## src/rtl/dmem_port_arbiter.sv

```systemverilog
// Purpose : shares the single data block-RAM port between the CPU load/store path (requester 0)
//           and the graphics/DMA bypass path (requester 1).
// Latency : command on the RAM port 1 cycle after the request is sampled; read data and rvalidN 2 cycles after.
// Backpr. : requests are held until ackN; stall blocks new issue while read returns keep draining.
//
// Ports:
//   clk, rst          - system clock; synchronous active-low reset (0 = reset)
//   stall             - global stall, blocks new command issue
//   reqN/addrN/weN/dinN - requester N command (weN == 0 means read), held until ackN
//   ackN              - one-cycle pulse, requester N command accepted
//   rvalidN           - read data for requester N is on rdata this cycle
//   rdata             - shared read data, mem_dout passed straight through
//   mem_addr/mem_we/mem_re/mem_din - registered RAM command
//   mem_dout          - RAM read data, valid one cycle after the command is on the port

module dmem_port_arbiter #(
   parameter int ADDR_W   = 32,
   parameter int MAX_WAIT = 8     // 1..255: losing cycles before requester 1 is force-granted
) (
   input  logic              clk,
   input  logic              rst,
   input  logic              stall,

   input  logic              req0,
   input  logic [ADDR_W-1:0] addr0,
   input  logic [3:0]        we0,
   input  logic [31:0]       din0,
   output logic              ack0,
   output logic              rvalid0,

   input  logic              req1,
   input  logic [ADDR_W-1:0] addr1,
   input  logic [3:0]        we1,
   input  logic [31:0]       din1,
   output logic              ack1,
   output logic              rvalid1,

   output logic [31:0]       rdata,

   output logic [ADDR_W-1:0] mem_addr,
   output logic [3:0]        mem_we,
   output logic              mem_re,
   output logic [31:0]       mem_din,
   input  logic [31:0]       mem_dout
);

   localparam logic [7:0] WAIT_LIMIT = 8'(MAX_WAIT);
   localparam logic [7:0] WAIT_SAT   = 8'hFF;

   // One record per issued command slot: was it a read, and who asked for it.
   typedef struct packed {
      logic vld;
      logic id;
   } tag_t;

   // ------------------------------------------------------------------
   // State
   // ------------------------------------------------------------------
   logic [ADDR_W-1:0] mem_addr_q, mem_addr_d;
   logic [3:0]        mem_we_q,   mem_we_d;
   logic              mem_re_q,   mem_re_d;
   logic [31:0]       mem_din_q,  mem_din_d;
   logic              ack0_q,     ack0_d;
   logic              ack1_q,     ack1_d;
   logic [7:0]        wait_cnt_q, wait_cnt_d;
   tag_t              tag_s1_q,   tag_s1_d;   // read command currently on the RAM port
   tag_t              tag_s2_q,   tag_s2_d;   // read whose data is on mem_dout this cycle

   // ------------------------------------------------------------------
   // Arbitration
   // ------------------------------------------------------------------
   logic elig0;
   logic elig1;
   logic aged;
   logic grant0;
   logic grant1;
   logic grant_rd;

   always_comb begin
      // A requester acked this cycle still shows its old request; masking it
      // stops the same command from being issued twice.
      elig0 = req0 & ~ack0_q;
      elig1 = req1 & ~ack1_q;
      aged  = (wait_cnt_q >= WAIT_LIMIT);

      // Requester 1 wins when it has waited long enough, or when 0 is not competing.
      grant1 = ~stall & elig1 & (aged | ~elig0);
      grant0 = ~stall & elig0 & ~grant1;

      grant_rd = (grant0 & (we0 == 4'b0000)) | (grant1 & (we1 == 4'b0000));
   end

   // ------------------------------------------------------------------
   // Command issue
   // ------------------------------------------------------------------
   always_comb begin
      // Address and write data hold when idle so the RAM inputs only toggle on real commands.
      mem_addr_d = mem_addr_q;
      mem_din_d  = mem_din_q;
      mem_we_d   = 4'b0000;
      mem_re_d   = 1'b0;

      if (grant1) begin
         mem_addr_d = addr1;
         mem_din_d  = din1;
         mem_we_d   = we1;
         mem_re_d   = (we1 == 4'b0000);
      end else if (grant0) begin
         mem_addr_d = addr0;
         mem_din_d  = din0;
         mem_we_d   = we0;
         mem_re_d   = (we0 == 4'b0000);
      end

      ack0_d = grant0;
      ack1_d = grant1;
   end

   // ------------------------------------------------------------------
   // Read-return tag pipeline
   // ------------------------------------------------------------------
   always_comb begin
      // Keeps shifting during stall so reads already issued still return.
      tag_s1_d.vld = grant_rd;
      tag_s1_d.id  = grant1;
      tag_s2_d     = tag_s1_q;
   end

   // ------------------------------------------------------------------
   // Aging counter for requester 1
   // ------------------------------------------------------------------
   always_comb begin
      wait_cnt_d = wait_cnt_q;
      if (!stall) begin
         if (grant1 || !req1) begin
            wait_cnt_d = 8'd0;
         end else if (elig1 && grant0 && (wait_cnt_q != WAIT_SAT)) begin
            wait_cnt_d = wait_cnt_q + 8'd1;
         end
      end
   end

   // ------------------------------------------------------------------
   // Registers
   // ------------------------------------------------------------------
   always_ff @(posedge clk) begin
      if (!rst) begin
         mem_addr_q <= '0;
         mem_we_q   <= 4'b0000;
         mem_re_q   <= 1'b0;
         mem_din_q  <= 32'd0;
         ack0_q     <= 1'b0;
         ack1_q     <= 1'b0;
         wait_cnt_q <= 8'd0;
         tag_s1_q   <= '0;
         tag_s2_q   <= '0;
      end else begin
         mem_addr_q <= mem_addr_d;
         mem_we_q   <= mem_we_d;
         mem_re_q   <= mem_re_d;
         mem_din_q  <= mem_din_d;
         ack0_q     <= ack0_d;
         ack1_q     <= ack1_d;
         wait_cnt_q <= wait_cnt_d;
         tag_s1_q   <= tag_s1_d;
         tag_s2_q   <= tag_s2_d;
      end
   end

   // ------------------------------------------------------------------
   // Outputs
   // ------------------------------------------------------------------
   assign mem_addr = mem_addr_q;
   assign mem_we   = mem_we_q;
   assign mem_re   = mem_re_q;
   assign mem_din  = mem_din_q;
   assign ack0     = ack0_q;
   assign ack1     = ack1_q;

   assign rvalid0  = tag_s2_q.vld & ~tag_s2_q.id;
   assign rvalid1  = tag_s2_q.vld &  tag_s2_q.id;
   assign rdata    = mem_dout;

endmodule

```

## config.mk

```make
export PLATFORM = sky130hd
export DESIGN_NAME = dmem_port_arbiter
export DESIGN_NICKNAME = d
export VERILOG_FILES = /design/src/rtl/dmem_port_arbiter.sv
export SDC_FILE = /design/constraint.sdc
export NUM_CORES = 1
export LEC_CHECK = 0
export ABC_AREA = 1
export ABC_CLOCK_PERIOD_IN_PS = 2700
export CAP_MARGIN = 20
export CORE_ASPECT_RATIO = 0.75
export CORE_UTILIZATION = 41
export CTS_CLUSTER_DIAMETER = 60
export DETAILED_ROUTE_END_ITERATION = 10
export HOLD_SLACK_MARGIN = 0.08
export PLACE_DENSITY_LB_ADDON = 0.12
export SLEW_MARGIN = 5
export SYNTH_ARGS = -nofsm -noshare
export SYNTH_HDL_FRONTEND = slang
export SYNTH_SLANG_ARGS = --single-unit
```

## constraint.sdc

```tcl
create_clock -name clk -period 2.7 [get_ports clk]
set_input_delay 0.405 -clock clk [delete_from_list [all_inputs] [get_ports clk]]
set_output_delay 0.405 -clock clk [all_outputs]
set_load 0.02 [all_outputs]
```

==> impl_metrics.json <==
{
  "route.detailed.drc": 17,
  "path_class": "in -> reg",
  "finClkSkew_ps": 7.94,
  "fin_ws_ps": 788,
  "floorplan.rows": 33,
  "grt_pass1_wl_mm": 21.0,
  "die_x_um": 125,
  "violations": "DRC",
  "htreeDepth": 3,
  "critical-path-top-delay-family": "buffers and inverters",
  "fin_crit_ps": 1910,
  "cts_tree": "done",
  "postCtsSetupRepairBufs": 0,
  "ioPinCount": 278,
  "totalNegativeSetupSlack_ps": 0,
  "dr.pass1.iters": 8,
  "grt_start_max_net_pins": 65,
  "fin_crit_sh": 0.708,
  "antenna_found_initial": 0,
  "worst_pin_slew_ps": 699,
  "dp_slack_ps": 456,
  "final_nets": 1144,
  "worstSkewPairLatency_ps": 330,
  "cts_root_buf": "clkbuf_16",
  "worstPathCellList": "clkdlybuf4s50_1 -> nor3b_4 -> nand2_2 -> nand2_2 -> buf_4 -> nor2_1 -> nor2_1 -> nor2_1",
  "core_mm2": 0.0110,
  "die_h_um": 94.5,
  "place.gp.congestion": 0.754,
  "antenna_left": 0,
  "routed_via_density": 4.40,
  "synthCells": 806,
  "cts_resized": 0,
  "yosys_warnings": 0,
  "grt_pass1_vias": 4329,
  "p_per_area_mw_per_mm2": 484,
  "leakagePower_nw": 3.32,
  "slew_headroom": 0.534,
  "cts_made_buffers": 9,
  "path_buf_inv": 2,
  "postRouteWirelength_mm": 13.0,
  "multi_input_area_mm2": 0.00205,
  "avgSynthCellArea_um2": 5.80,
  "track_usage": 0.222,
  "drive_gt1_frac": 0.0359,
  "cts_sinks": 82,
  "dp_hpwl_mm": 8.94,
  "crit_fanout": 40,
  "antenna_cells": 0,
  "hold_viol": 0,
  "rsz0062_at_grt": "false",
  "fill_cells": 1063,
  "fin_util": 0.630,
  "cp-end-kind": "flip-flop",
  "synth_cell_types": 21,
  "wl_per_cell_um": 11.7,
  "synth_fp_nets": 981,
  "timing.hold.worst.class": "reg -> reg",
  "final-seq-area_mm2": 0.00164,
  "gr-total-overflow": 0,
  "required_ps": 2900,
  "synth_seq_area_share": 0.351,
  "postCtsHoldBufs": 0,
  "clockBufferDepth": 2,
  "die_area_mm2": 0.0118,
  "via_count": 4898,
  "status": "finished, violations left",
  "clk_pin_slew_ps": 60,
  "cp_slowest_cell": "clkdlybuf4s50_1",
  "syn_area_mm2": 0.00468,
  "fmax_ghz": 0.523,
  "setup_viol_count_final": 0,
  "drv_slew": 0,
  "maxCapViolCount": 0,
  "cpMostUsedCell": "nor2_1",
  "worst_ep_arrival_time_ps": 2110,
  "area_growth_pct": 48.4,
  "ir_drop_uv": 327,
  "initial_utilization": 0.424,
  "critical_path.max_stage_delay_ps": 590,
  "drt_iter0_markers": 318,
  "synth-seq-cells": 82,
  "io_buffers": 213,
  "worstSetupStartpointType": "input pin"
}
[metal layers]
layer / vias to the layer above / wire length, µm / GRT usage / share of wire
met3: 18 / 1170 / 0.0776 / 0.090
li1: 2624 / - / - / -
met4: 0 / 191 / 0.0650 / 0.015
met5: - / 0 / 0 / 0
met2: 175 / 5740 / 0.366 / 0.44
met1: 2081 / 5930 / 0.275 / 0.46
[area by class of cell]
class / instances / share of cell area
inverter: 145 / 0.0784
sequential: 82 / 0.236
clock inverter: 4 / 0.00721
tap: 140 / 0.0252
clock buffer: 12 / 0.0369
multi-input combinational: 506 / 0.296
timing repair buffer: 225 / 0.320
[state kept, by name (all words and copies together) (netlist names)]
name        cells
ack0            1
mem_addr       32
mem_din        32
mem_re          1
mem_we          4
tag_s1_q        2
tag_s2_q        2
wait_cnt_q      8
[worst reg2reg max path, stage by stage, from the launching register on]
cell	delay, ps
dfxtp_1	330
inv_1	40
nand2_1	90
nor2_1	70
nand2_2	70
buf_4	580
nand3_1	190
nand2_1	120
nor2_1	50
nor2_1	70
[kinds of logic (layout without fill, tap and decap cells)]
logic type,after synthesis,in the layout,share of synthesized area
AO/OA/AOI/OAI,5,5,0.00615
XOR/XNOR,1,1,0.00187
adder cells (fa/ha/maj),2,2,0.00535
buffers and inverters,218,386,0.212
flip-flops,82,82,0.351
AND/OR/NAND/NOR,498,498,0.424
[Yosys cell counts]
master | instances | area, µm²
nor4_1 | 2 | 12.5
ha_1 | 2 | 25.0
nor2_1 | 262 | 983
buf_4 | 39 | 293
a21oi_1 | 4 | 20.0
nand4_1 | 3 | 18.8
nor3b_2 | 1 | 12.5
xor2_1 | 1 | 8.76
clkbuf_1 | 14 | 52.6
inv_2 | 2 | 7.51
nor3_1 | 3 | 15.0
nand3_1 | 64 | 320
inv_1 | 143 | 537
buf_6 | 1 | 11.3
nor2_2 | 1 | 6.26
dfxtp_1 | 82 | 1640
buf_1 | 4 | 15.0
nand2_1 | 160 | 601
nand2_2 | 2 | 12.5
buf_2 | 15 | 75.1
a41oi_1 | 1 | 8.76
[worst paths after layout]
check                         start                   endpoint  slack, ps  cells past startpoint
min reg2reg  tag_s1_q[1]$_SDFF_PN0_     tag_s2_q[1]$_SDFF_PN0_        410                      2
max                            req1  mem_addr[13]$_SDFFE_PN0P_        790                      8
max reg2reg         ack0$_SDFF_PN0_  mem_addr[13]$_SDFFE_PN0P_       1040                      9
min          tag_s1_q[1]$_SDFF_PN0_     tag_s2_q[1]$_SDFF_PN0_        410                      2
[layout by cell type, fill, tap and decap left out]
cell type        Yosys  routed
clkbuf_8             0       2
nor3b_4              0       1
clkbuf_16            0       9
clkinv_2             0       1
nor2_1             262     262
xor2_1               1       1
inv_1              143     142
clkinvlp_4           0       2
a21oi_1              4       4
nand3_1             64      64
nor4_1               2       2
bufinv_16            0       1
inv_2                2       3
nor3_1               3       3
nand2_1            160     159
dfxtp_1             82      82
nand2_2              2       3
ha_1                 2       2
nand4_1              3       3
nor2_2               1       1
clkdlybuf4s50_1      0     213
buf_4               39      12
a41oi_1              1       1
clkbuf_1            14       1
[power breakdown]
group | switching [mW] | internal (mW)
combinational | 0.396 | 0.403
clock | 0.484 | 0.766
sequential | 0.0343 | 1.28
total | 0.914 | 2.45
[per-stage QoR]
stage	cell area [µm²]	power [mW]	instances	hold WS, ps
2_1_floorplan	4680	1.80	806	390
3_3_place_gp	6640	2.14	1098	393
3_5_place_dp	6640	2.14	1098	398
4_1_cts	6940	3.40	1114	412
5_1_grt	6940	3.53	1114	470
6_report	6940	3.36	1114	412
Power figures use the tool's default switching activity.
